[src/rtl/multicycle_control_if.sv]
// Control bundle between the multicycle control FSM and the shared datapath.
// The controller takes the master side; the datapath takes the slave side.
interface multicycle_control_if;
  logic [6:0] op;
  logic       zero;
  logic       mem_ready;

  logic       PCWrite;
  logic       AdrSrc;
  logic       MemWrite;
  logic       IRWrite;
  logic [1:0] ResultSrc;
  logic [1:0] ALUSrcA;
  logic [1:0] ALUSrcB;
  logic [1:0] ALUOp;
  logic       RegWrite;
  logic       IllegalOp;
  logic       InstrRetired;

  modport master (
    input  op, zero, mem_ready,
    output PCWrite, AdrSrc, MemWrite, IRWrite, ResultSrc, ALUSrcA, ALUSrcB, ALUOp,
           RegWrite, IllegalOp, InstrRetired
  );

  modport slave (
    output op, zero, mem_ready,
    input  PCWrite, AdrSrc, MemWrite, IRWrite, ResultSrc, ALUSrcA, ALUSrcB, ALUOp,
           RegWrite, IllegalOp, InstrRetired
  );
endinterface

[src/rtl/multicycle_control.sv]
// Main control FSM of the multicycle RV32I core: sequences fetch, decode, execute,
// memory and writeback over the shared datapath, stalling on the memory handshake.
module multicycle_control (
  input logic                  clk,
  input logic                  reset,
  multicycle_control_if.master bus
);

  localparam logic [3:0] StIdle     = 4'd0;
  localparam logic [3:0] StFetch    = 4'd1;
  localparam logic [3:0] StDecode   = 4'd2;
  localparam logic [3:0] StMemAdr   = 4'd3;
  localparam logic [3:0] StMemRead  = 4'd4;
  localparam logic [3:0] StMemWb    = 4'd5;
  localparam logic [3:0] StMemWrite = 4'd6;
  localparam logic [3:0] StExecR    = 4'd7;
  localparam logic [3:0] StExecI    = 4'd8;
  localparam logic [3:0] StAluWb    = 4'd9;
  localparam logic [3:0] StBeq      = 4'd10;
  localparam logic [3:0] StJal      = 4'd11;

  localparam logic [6:0] OpLoad   = 7'b0000011;
  localparam logic [6:0] OpStore  = 7'b0100011;
  localparam logic [6:0] OpRType  = 7'b0110011;
  localparam logic [6:0] OpIType  = 7'b0010011;
  localparam logic [6:0] OpBranch = 7'b1100011;
  localparam logic [6:0] OpJal    = 7'b1101111;

  localparam logic [1:0] SrcAPc    = 2'b00;
  localparam logic [1:0] SrcAOldPc = 2'b01;
  localparam logic [1:0] SrcARegA  = 2'b10;
  localparam logic [1:0] SrcBRegB  = 2'b00;
  localparam logic [1:0] SrcBImm   = 2'b01;
  localparam logic [1:0] SrcBFour  = 2'b10;
  localparam logic [1:0] AluAdd    = 2'b00;
  localparam logic [1:0] AluSub    = 2'b01;
  localparam logic [1:0] AluFunct  = 2'b10;
  localparam logic [1:0] ResAluOut = 2'b00;
  localparam logic [1:0] ResData   = 2'b01;
  localparam logic [1:0] ResAluRes = 2'b10;

  logic [3:0] state_q, state_d;
  logic       pc_update;
  logic       branch;

  always_ff @(posedge clk or posedge reset) begin
    if (reset) begin
      state_q <= StIdle;
    end else begin
      state_q <= state_d;
    end
  end

  always_comb begin
    state_d = state_q;
    case (state_q)
      StIdle:  state_d = StFetch;
      StFetch: if (bus.mem_ready) state_d = StDecode;
      StDecode: begin
        case (bus.op)
          OpLoad, OpStore: state_d = StMemAdr;
          OpRType:         state_d = StExecR;
          OpIType:         state_d = StExecI;
          OpBranch:        state_d = StBeq;
          OpJal:           state_d = StJal;
          default:         state_d = StFetch;
        endcase
      end
      StMemAdr:   state_d = (bus.op == OpLoad) ? StMemRead : StMemWrite;
      StMemRead:  if (bus.mem_ready) state_d = StMemWb;
      StMemWb:    state_d = StFetch;
      StMemWrite: if (bus.mem_ready) state_d = StFetch;
      StExecR:    state_d = StAluWb;
      StExecI:    state_d = StAluWb;
      StAluWb:    state_d = StFetch;
      StBeq:      state_d = StFetch;
      StJal:      state_d = StAluWb;
      default:    state_d = StIdle;
    endcase
  end

  // Stalled FETCH/MEMWRITE gate their strobes on mem_ready so they fire only once.
  always_comb begin
    pc_update        = 1'b0;
    branch           = 1'b0;
    bus.AdrSrc       = 1'b0;
    bus.MemWrite     = 1'b0;
    bus.IRWrite      = 1'b0;
    bus.ResultSrc    = ResAluOut;
    bus.ALUSrcA      = SrcAPc;
    bus.ALUSrcB      = SrcBRegB;
    bus.ALUOp        = AluAdd;
    bus.RegWrite     = 1'b0;
    bus.IllegalOp    = 1'b0;
    bus.InstrRetired = 1'b0;
    case (state_q)
      StFetch: begin
        bus.ALUSrcA   = SrcAPc;
        bus.ALUSrcB   = SrcBFour;
        bus.ALUOp     = AluAdd;
        bus.ResultSrc = ResAluRes;
        bus.IRWrite   = bus.mem_ready;
        pc_update     = bus.mem_ready;
      end
      StDecode: begin
        bus.ALUSrcA = SrcAOldPc;
        bus.ALUSrcB = SrcBImm;
        bus.ALUOp   = AluAdd;
        case (bus.op)
          OpLoad, OpStore, OpRType, OpIType, OpBranch, OpJal: bus.IllegalOp = 1'b0;
          default:                                           bus.IllegalOp = 1'b1;
        endcase
      end
      StMemAdr: begin
        bus.ALUSrcA = SrcARegA;
        bus.ALUSrcB = SrcBImm;
        bus.ALUOp   = AluAdd;
      end
      StMemRead: begin
        bus.AdrSrc    = 1'b1;
        bus.ResultSrc = ResAluOut;
      end
      StMemWb: begin
        bus.ResultSrc    = ResData;
        bus.RegWrite     = 1'b1;
        bus.InstrRetired = 1'b1;
      end
      StMemWrite: begin
        bus.AdrSrc       = 1'b1;
        bus.ResultSrc    = ResAluOut;
        bus.MemWrite     = 1'b1;
        bus.InstrRetired = bus.mem_ready;
      end
      StExecR: begin
        bus.ALUSrcA = SrcARegA;
        bus.ALUSrcB = SrcBRegB;
        bus.ALUOp   = AluFunct;
      end
      StExecI: begin
        bus.ALUSrcA = SrcARegA;
        bus.ALUSrcB = SrcBImm;
        bus.ALUOp   = AluFunct;
      end
      StAluWb: begin
        bus.ResultSrc    = ResAluOut;
        bus.RegWrite     = 1'b1;
        bus.InstrRetired = 1'b1;
      end
      StBeq: begin
        bus.ALUSrcA      = SrcARegA;
        bus.ALUSrcB      = SrcBRegB;
        bus.ALUOp        = AluSub;
        bus.ResultSrc    = ResAluOut;
        branch           = 1'b1;
        bus.InstrRetired = 1'b1;
      end
      StJal: begin
        bus.ALUSrcA   = SrcAOldPc;
        bus.ALUSrcB   = SrcBFour;
        bus.ALUOp     = AluAdd;
        bus.ResultSrc = ResAluOut;
        pc_update     = 1'b1;
      end
      default: ;
    endcase
    bus.PCWrite = pc_update | (branch & bus.zero);
  end

  a_no_illegal_retire: assert property (@(posedge clk) disable iff (reset)
    !(bus.IllegalOp && bus.InstrRetired));

  a_no_write_collision: assert property (@(posedge clk) disable iff (reset)
    !(bus.MemWrite && bus.RegWrite));

endmodule

[src/flat_wrapper.sv]
// flat-port wrapper written by rule: the top's interface ports become plain ports
module multicycle_control_flat 
  (clk, reset, bus_op, bus_zero, bus_mem_ready, bus_PCWrite, bus_AdrSrc, bus_MemWrite, bus_IRWrite, bus_ResultSrc, bus_ALUSrcA, bus_ALUSrcB, bus_ALUOp, bus_RegWrite, bus_IllegalOp, bus_InstrRetired);
  multicycle_control_if bus_i ();
  input logic clk;
  input logic reset;
  input wire logic [$bits(bus_i.op)-1:0] bus_op;
  input wire logic [$bits(bus_i.zero)-1:0] bus_zero;
  input wire logic [$bits(bus_i.mem_ready)-1:0] bus_mem_ready;
  output wire logic [$bits(bus_i.PCWrite)-1:0] bus_PCWrite;
  output wire logic [$bits(bus_i.AdrSrc)-1:0] bus_AdrSrc;
  output wire logic [$bits(bus_i.MemWrite)-1:0] bus_MemWrite;
  output wire logic [$bits(bus_i.IRWrite)-1:0] bus_IRWrite;
  output wire logic [$bits(bus_i.ResultSrc)-1:0] bus_ResultSrc;
  output wire logic [$bits(bus_i.ALUSrcA)-1:0] bus_ALUSrcA;
  output wire logic [$bits(bus_i.ALUSrcB)-1:0] bus_ALUSrcB;
  output wire logic [$bits(bus_i.ALUOp)-1:0] bus_ALUOp;
  output wire logic [$bits(bus_i.RegWrite)-1:0] bus_RegWrite;
  output wire logic [$bits(bus_i.IllegalOp)-1:0] bus_IllegalOp;
  output wire logic [$bits(bus_i.InstrRetired)-1:0] bus_InstrRetired;
  assign bus_i.op = bus_op;
  assign bus_i.zero = bus_zero;
  assign bus_i.mem_ready = bus_mem_ready;
  assign bus_PCWrite = bus_i.PCWrite;
  assign bus_AdrSrc = bus_i.AdrSrc;
  assign bus_MemWrite = bus_i.MemWrite;
  assign bus_IRWrite = bus_i.IRWrite;
  assign bus_ResultSrc = bus_i.ResultSrc;
  assign bus_ALUSrcA = bus_i.ALUSrcA;
  assign bus_ALUSrcB = bus_i.ALUSrcB;
  assign bus_ALUOp = bus_i.ALUOp;
  assign bus_RegWrite = bus_i.RegWrite;
  assign bus_IllegalOp = bus_i.IllegalOp;
  assign bus_InstrRetired = bus_i.InstrRetired;
  multicycle_control u_core (.clk(clk), .reset(reset), .bus(bus_i));
endmodule
[config.mk]
export PLATFORM = sky130hd
export DESIGN_NAME = multicycle_control_flat
export DESIGN_NICKNAME = d
export VERILOG_FILES = /design/src/rtl/multicycle_control_if.sv /design/src/rtl/multicycle_control.sv /design/src/flat_wrapper.sv
export SDC_FILE = /design/constraint.sdc
export NUM_CORES = 1
export LEC_CHECK = 0
export CAP_MARGIN = 20
export CORE_MARGIN = 2
export CORE_UTILIZATION = 39
export DETAILED_ROUTE_END_ITERATION = 12
export PLACE_DENSITY = 0.78
export SETUP_SLACK_MARGIN = 0.15
export SLEW_MARGIN = 20
export SYNTH_ARGS = -nofsm -noshare
export SYNTH_HDL_FRONTEND = slang
export SYNTH_SLANG_ARGS = --single-unit
[constraint.sdc]
create_clock -name clk -period 1.65 [get_ports clk]
set_clock_uncertainty 0.05 [all_clocks]
set_input_delay 0.2475 -clock clk [delete_from_list [all_inputs] [get_ports clk]]
set_output_delay 0.2475 -clock clk [all_outputs]
set_load 0.01 [all_outputs]
==> results of run 1 <==
synthesized netlist by cell type, drive strengths merged:
library cell / n
a211o: 1
a21oi: 5
a31oi: 2
and2: 3
and4b: 1
and4bb: 1
buf: 4
dfrtp: 4
inv: 4
maj3: 1
nand2: 9
nand2b: 3
nand3: 2
nand4: 1
nor2: 7
nor2b: 5
nor3: 5
nor3b: 3
nor4b: 1
o21ai: 6
o22ai: 2
o2bb2ai: 1
o32ai: 1
or3: 3
xnor2: 1
xor2: 1
metrics by stage:
stage / utilization [%] / std cells
after floorplan: - / 77
after global placement: 73.8 / 137
after detailed placement: 73.8 / 137
after CTS: 92.1 / 157
kinds of logic after synthesis:
| kind of cell | after synthesis | share of synthesized area (%) |
|---|---|---|
| compound gates | 18 | 20.1 |
| xor+xnor | 2 | 3.32 |
| fa+ha+maj | 1 | 1.90 |
| buf+inv | 8 | 8.29 |
| flops | 4 | 19.0 |
| simple gates | 44 | 47.4 |
timing repair:
item / in CTS
pin swaps: 14
resized for setup: 109
hold buffers: 0
buffers inserted: 17
endpoints found under the setup margin: 17
==> results.cfg, run 1 <==
[outcome]
status = aborted with a tool error
flow.stopped_at = 5_1_grt
error_line = [ERROR DPL-0038] Utilization greater than 100%, impossible to legalize

[logic_synthesis]
synth_nets = 88
seq_area_frac_synth_pct = 19.0
synth.distinct_cells = 31
synthTopCellsByArea = dfrtp_1 (19%), nand2_1 (6.4%), nor2_1 (5.0%), a21oi_1 (4.7%), nor2b_1 (4.7%)
netlist_area_um2 = 528
synth_warnings = 0
netlist_instances = 77
avgSynthCellArea_um2 = 6.86
synth_top_area_share_pct = 19.0
ys_ff_latch = 4
synth_top_cell_by_area = dfrtp_1

[placement]
post-place-ws_ns = -0.336
place_hpwl_mm = 1.29
gp_congestion = 0.851
place_area_um2 = 948
port_buffers = 25

[clock_network]
clkSinkCount = 4
htreeDepth = 1
clockBufferDepth = 2
cts_buffers = 3
cts_root_buffer = clkbuf_4

[global_route]
grt_max_degree = 9

[floorplan]
die_h_um = 40.8
initial_utilization_pct = 41.1
floorplan.rows = 13
ios = 26
die_x_um = 40.8

[timing]
worst_endpoint_kind = output port
crit_endpoint = bus_PCWrite
==> run 2: changes to the inputs <==
--- a/config.mk
+++ b/config.mk
@@ -6,11 +6,10 @@
 export NUM_CORES = 1
 export LEC_CHECK = 0
 export CAP_MARGIN = 20
-export CORE_MARGIN = 2
-export CORE_UTILIZATION = 39
+export CORE_AREA = 2 2 63 65
 export DETAILED_ROUTE_END_ITERATION = 12
-export PLACE_DENSITY = 0.78
-export SETUP_SLACK_MARGIN = 0.15
+export DIE_AREA = 0 0 65 67
+export PLACE_DENSITY_LB_ADDON = 0.15
 export SLEW_MARGIN = 20
 export SYNTH_ARGS = -nofsm -noshare
 export SYNTH_HDL_FRONTEND = slang
==> results.cfg, run 2 <==
[logic_synthesis]
netlist_top_cells_count = nand2_1 (9), nor2_1 (7), a21oi_1 (5), nor3_1 (5)
synth_most_common_cell = nand2_1
synth_nets = 88
ys_ff_latch = 4
ys.flop_type = dfrtp_1
async_reset_ff_share_pct = 100
netlist_instances = 77
seq_area_frac_synth_pct = 19.0
synth.area.mux_share_pct = 0
synth_top_family_by_area = simple AND/OR/NAND/NOR gates
yosys.area_share.simple_pct = 47.4
synth_top_area_share_pct = 19.0
synthTopCellsByArea = dfrtp_1 (19%), nand2_1 (6.4%), nor2_1 (5.0%), a21oi_1 (4.7%), nor2b_1 (4.7%)
synth_warnings = 0
avgSynthCellArea_um2 = 6.86
synth_edf_count = 0
yosys.area_share.adder_pct = 1.90
synth.distinct_cells = 31
synth-xor-area-share_pct = 3.32
netlist_area_um2 = 528
synth_top_cell_by_area = dfrtp_1
synth-compound-area-share_pct = 20.1

[drt]
drt-total-wl_mm = 1.96
postRouteAntennaNets = 0
drtIter0Drc = 6
first_pass_iters = 2
route.detailed.drc = 0
vias = 777
viasPerCell = 4.18
wl_per_cell_um = 10.6

[setup_path]
crit_end = bus_InstrRetired
start_kind = flip-flop
crit_type = flip-flop to output pin
r2r-start = u_core.state_q[3]$_DFFE_PP0P_
r2r_slack_ns = 0.10
critPathArrivalTime_ns = 1.42
r2r_cells = 6
cp_max_fo = 4
reg2reg_to = u_core.state_q[3]$_DFFE_PP0P_
critPathRequiredTime_ns = 1.35
endpoint_kind = output pin
crit_start = u_core.state_q[1]$_DFFE_PP0P_

[global_route]
grt_max_degree = 8
grt_pass1_wl_mm = 3.51
antenna_found_initial = 0
grt-ovfl-total = 0
grt_util_all_layers_pct = 10.1
grt_pass1_vias = 792

[floorplan]
die_h_um = 67
ios = 26
die_area_um2 = 4360
initial_utilization_pct = 14.6
die_x_um = 65
floorplan.rows = 22
coreArea_um2 = 3610

[final_layout]
diodes = 0
mostFrequentLayoutCells = buf_4 (32), buf_2 (12), clkdlybuf4s50_1 (9)
nNetsFinal = 151
fin_cells = 186
fill_cells = 395
final_common_cell = buf_4
multi_input_area_um2 = 499
top_regs = u_core.state_q x4
finalInstanceArea_um2 = 1200
layout-drive-gt1-share_pct = 56.5
area_delta_synth_final_pct = 127
max_flop_register = u_core.state_q
largest_reg_flops = 4
final-seq-area_um2 = 105

[clock_network]
clkSinkCount = 4
clockBufferDepth = 2
cts_tree = done
htreeDepth = 1
clkLatencyLatePin_ns = 0.21
cts_root_buffer = clkbuf_8
cts_buffers = 3
clkTransAtPathRegs_ns = 0.03

[timing]
fin_crit_ns = 1.71
slew-limit-headroom_pct = 84.4
drv_slew = 0
rsz0062_at_grt = yes
setup_viol = 1
finalHoldViolations = 0
post-route-period-util_pct = 104
fin_ws_ns = -0.0640
hold_ws_ns = 0.164
fmax_mhz = 583
worstMarginPinSlew_ns = 0.234

[placement]
post-place-cells = 175
port_buffers = 25
place_hpwl_mm = 1.54
gp_congestion = 0.702
post-place-ws_ns = -0.347
place_area_um2 = 1030

[job]
maxCapViolations = 0

[hold_path]
hp-class = input port to async pin

[outcome]
violations = negative setup slack
status = complete, but fails checks

[power]
totalPowerFinal_w = 0.00184
peakVddDrop_uv = 283
powerDensity_nw_per_um2 = 1530
p_leak_nw = 0.568
run 2: repair_timing:
item,CTS,global route
buffers inserted,8,1
setup endpoints to repair,15,13
endpoints found under the hold margin,0,0
hold buffers,0,0
pin swaps,6,5
resized for setup,68,21
run 2: kinds of logic after synthesis:
logic type      after synthesis
compound gates               18
xor+xnor                      2
fa+ha+maj                     1
buf+inv                       8
flops                         4
simple gates                 44
run 2: per-layer routing:
layer / vias up / global-route usage, % / share of wire [%]
met5: - / 0 / 0
met4: 0 / 3.99 / 0.97
met3: 2 / 1.01 / 5.2
met2: 23 / 19.3 / 51
met1: 356 / 11.3 / 43
li1: 396 / - / -
run 2: worst min path at each step:
stage / cells past startpoint / startpoint / slack (ns) / to
2_1_floorplan: 1 / reset / -0.04 / u_core.state_q[0]$_DFFE_PP0P_
3_3_place_gp: 2 / reset / 0.38 / u_core.state_q[2]$_DFFE_PP0P_
3_5_place_dp: 2 / reset / 0.39 / u_core.state_q[3]$_DFFE_PP0P_
4_1_cts: 2 / reset / 0.17 / u_core.state_q[1]$_DFFE_PP0P_
5_1_grt: 2 / reset / 0.18 / u_core.state_q[1]$_DFFE_PP0P_
6_report: 2 / reset / 0.16 / u_core.state_q[1]$_DFFE_PP0P_
run 2: cell type report:
| cell class | count | area share, % |
|---|---|---|
| timing repair buffer | 62 | 39.9 |
| clock buffer | 3 | 3.44 |
| sequential | 4 | 8.77 |
| multi-input combinational | 65 | 41.6 |
| inverter | 4 | 1.25 |
| tap | 48 | 5.01 |
run 2: metrics by stage:
stage / setup TNS [ns] / utilization (%)
floorplan: 0 / -
CTS: -0.112 / 31.4
global placement: -2.94 / 28.5
global route: -0.321 / 33.2
detailed placement: -3.03 / 28.5
finish: -0.0640 / 33.2
run 2: power by group:
group | total, W | leakage [nW] | internal [W] | switching, W
registers | 0.000239 | 0.0452 | 0.000148 | 0.0000906
clock network | 0.000200 | 0.0216 | 0.000155 | 0.0000454
logic | 0.00140 | 0.501 | 0.000784 | 0.000612
run 2: worst max-delay path, cell delays in order (launching register included):
cell and delay [ns]:
dfrtp_2 0.41, buf_6 0.13, and2_4 0.13, and2_4 0.15
a211o_1 0.25, buf_2 0.14
Note: power is estimated with default switching activity, not from simulation.
==> patch, RTL diff (settings of run 2) <==
Reset style: synchronous (`reset`), changed in one clocked block.
--- a/src/rtl/multicycle_control.sv
+++ b/src/rtl/multicycle_control.sv
@@ -43,7 +43,7 @@
   logic       pc_update;
   logic       branch;
 
-  always_ff @(posedge clk or posedge reset) begin
+  always_ff @(posedge clk) begin
     if (reset) begin
       state_q <= StIdle;
     end else begin
Check against the original RTL: differs if reset is asserted again (counterexample within 4 cycles, from zero or initial values and one cycle with reset high); with reset held inactive, the same outputs for 10 cycles.
==> patch against run 2 <==
Global-route usage up 0.84 points. Design area up 0.94%. Wire length up 15%. Setup slack better by 110 ps. Synthesized cell count up 18%. Sequential share of layout area down 1.3 points. Sequential cell count unchanged. Area after synthesis up 24%. Highest routed layer unchanged.
Power is left out: it rests on default switching activity, and per cell area and clock period it moved more than threefold.
==> patch: results (changes against run 2) <==
* Routed wl met3: 101 um (-1.9%)
* Count of distinct cell types in the synthesized netlist: 40 (+29%)
- Pin count of the biggest net entering global routing: 12 (+4)
* Relative slew slack: 82.7% (-1.7 points)
- The most used flip-flop cell after synthesis is sky130_fd_sc_hd__dfxtp_1.
* Maximum fanout along the worst path: 10 (+6)
- Cell chosen for the clock root: sky130_fd_sc_hd__clkbuf_8
- The total of buffers placed on input and output ports came to 25 (unchanged).
* Global Route met2 Usage: 18.9% (-0.39 points)
- Antenna diode count: 0 (unchanged)
* Synth async-reset ratio: 0% (-100 points)
- Biggest registers after layout: u_core.state_q x4
- The number of nets in the final layout was 158 (+4.6%).
* HP Class: in -> reg
- Outcome: finished, final reports clean
* Arrival time at the worst endpoint: 1300 ps (-120 ps)
- The fraction of met3 tracks used by global routing came to 1.52% (+0.51 points).
- H-tree levels: 1 (unchanged)
* Max layer used: met4
- The combined global-route utilization of all metal layers is 10.9% (+0.84 points).
* Antenna violations before repair: 0 (unchanged)
* Wire length on met2: 1.06 mm (+6.3%)
* Part of the Yosys area used for sequential elements: 12.3% (-6.7 points)
- In this run the worst setup path begins at u_core.state_q[3]$_SDFFE_PP0P_.
- The largest incremental delay on the critical path came to 340 ps (-70 ps).
- Via count of the first global-routing pass: 780 (-1.5%)
- First-pass GRT wire length: 3.57 mm (+1.8%)
- Initial DRT Pass Iterations: 4 (+2)
- Net count of the mapped netlist: 102 (+16%)
* Maximum number of buffers from clock root to sink: 2 (unchanged)
- Post-DP HPWL: 1.82 mm (+19%)
- R2r setup slk: 270 ps (+170 ps)
* Number of vias after detailed routing: 837 (+7.7%)
- Slowest library cell on the worst path: sky130_fd_sc_hd__dfxtp_2
* Total number of clock tree sinks: 4 (unchanged)
- Worst slack after detailed placement: -521 ps (-174 ps)
* Most area-consuming cells after synthesis: sky130_fd_sc_hd__dfxtp_1 12%, sky130_fd_sc_hd__nand2_1 6.3%, sky130_fd_sc_hd__a21oi_1 4.6%, sky130_fd_sc_hd__nor3_1 4.6%, sky130_fd_sc_hd__nor2_1 4.6%
* Most used standard cells in the synthesized netlist: 11 x sky130_fd_sc_hd__nand2_1, 8 x sky130_fd_sc_hd__nor2_1, 6 x sky130_fd_sc_hd__a21oi_1, 6 x sky130_fd_sc_hd__nor3_1
- Insertion delay to the later sink of the worst-skew pair: 220 ps
- The wire length reported by the detailed router came to 2.27 mm (+15%).
- GR Layer Usage met1: 13.1% (+1.8 points)
- In this run the most critical hold path is launched from bus_op[4].
* Initial DRC count: 7 (+1)
- Final setup slack of the worst path: 50.3 ps (+114 ps)
- Layout cell share with drive strength beyond 1: 41.4% (-15 points)
* Routability Congestion: 0.734 (+4.5%)
* Met1 wire length: 1.06 mm (+25%)
* Number of buffers created by CTS: 3 (unchanged)
* Worst reg2reg startpoint: u_core.state_q[0]$_SDFFE_PP0P_
==> patch: logic make-up (layout without fill, tap and decap cells) <==
logic type               count (synthesis)  count (layout)  share of synthesized area (%)
AND/OR/NAND/NOR                         47              47                           43.3
flip-flops                               4               4                           12.3
buffers and inverters                    9              63                           9.19
AO/OA/AOI/OAI                           25              25                           26.6
adder cells (fa/ha/maj)                  1               1                           1.53
XOR/XNOR                                 4               4                           5.36
multiplexers                             1               1                           1.72
==> patch: what timing repair did <==
action,in CTS,in global routing
pin swaps,0,3
setup buffers,0,3
gates resized for setup,34,19
endpoints found under the setup margin,15,10
==> patch: per-stage QoR <==
stage / hold WS [ps] / std cells / instance area (um2)
2_1_floorplan: 267 / 91 / 653
3_3_place_gp: 619 / 187 / 1140
3_5_place_dp: 603 / 187 / 1140
4_1_cts: 518 / 190 / 1180
5_1_grt: 531 / 193 / 1210
6_report: 499 / 193 / 1210
==> patch: worst paths after layout <==
check | to | depth (start not counted)
worst min-delay path | u_core.state_q[1]$_SDFFE_PP0P_ | 4
worst max register to register | u_core.state_q[1]$_SDFFE_PP0P_ | 6
worst min register to register | u_core.state_q[3]$_SDFFE_PP0P_ | 2
worst max-delay path | bus_ResultSrc[1] | 4
==> patch: final cells by class <==
| type | count | area (um2) |
|---|---|---|
| fill | 400 | 2400 |
| multi-input combinational | 78 | 544 |
| timing repair buffer | 58 | 467 |
| sequential | 4 | 90.1 |
| tap | 48 | 60.1 |
| clock buffer | 3 | 41.3 |
| inverter | 2 | 7.51 |
==> patch: critical path, delay by kind of cell (launching register included) <==
kind	cells	cell delay [ps]
DFF	1	340
and+or+nand+nor	1	180
buffers and inverters	3	560
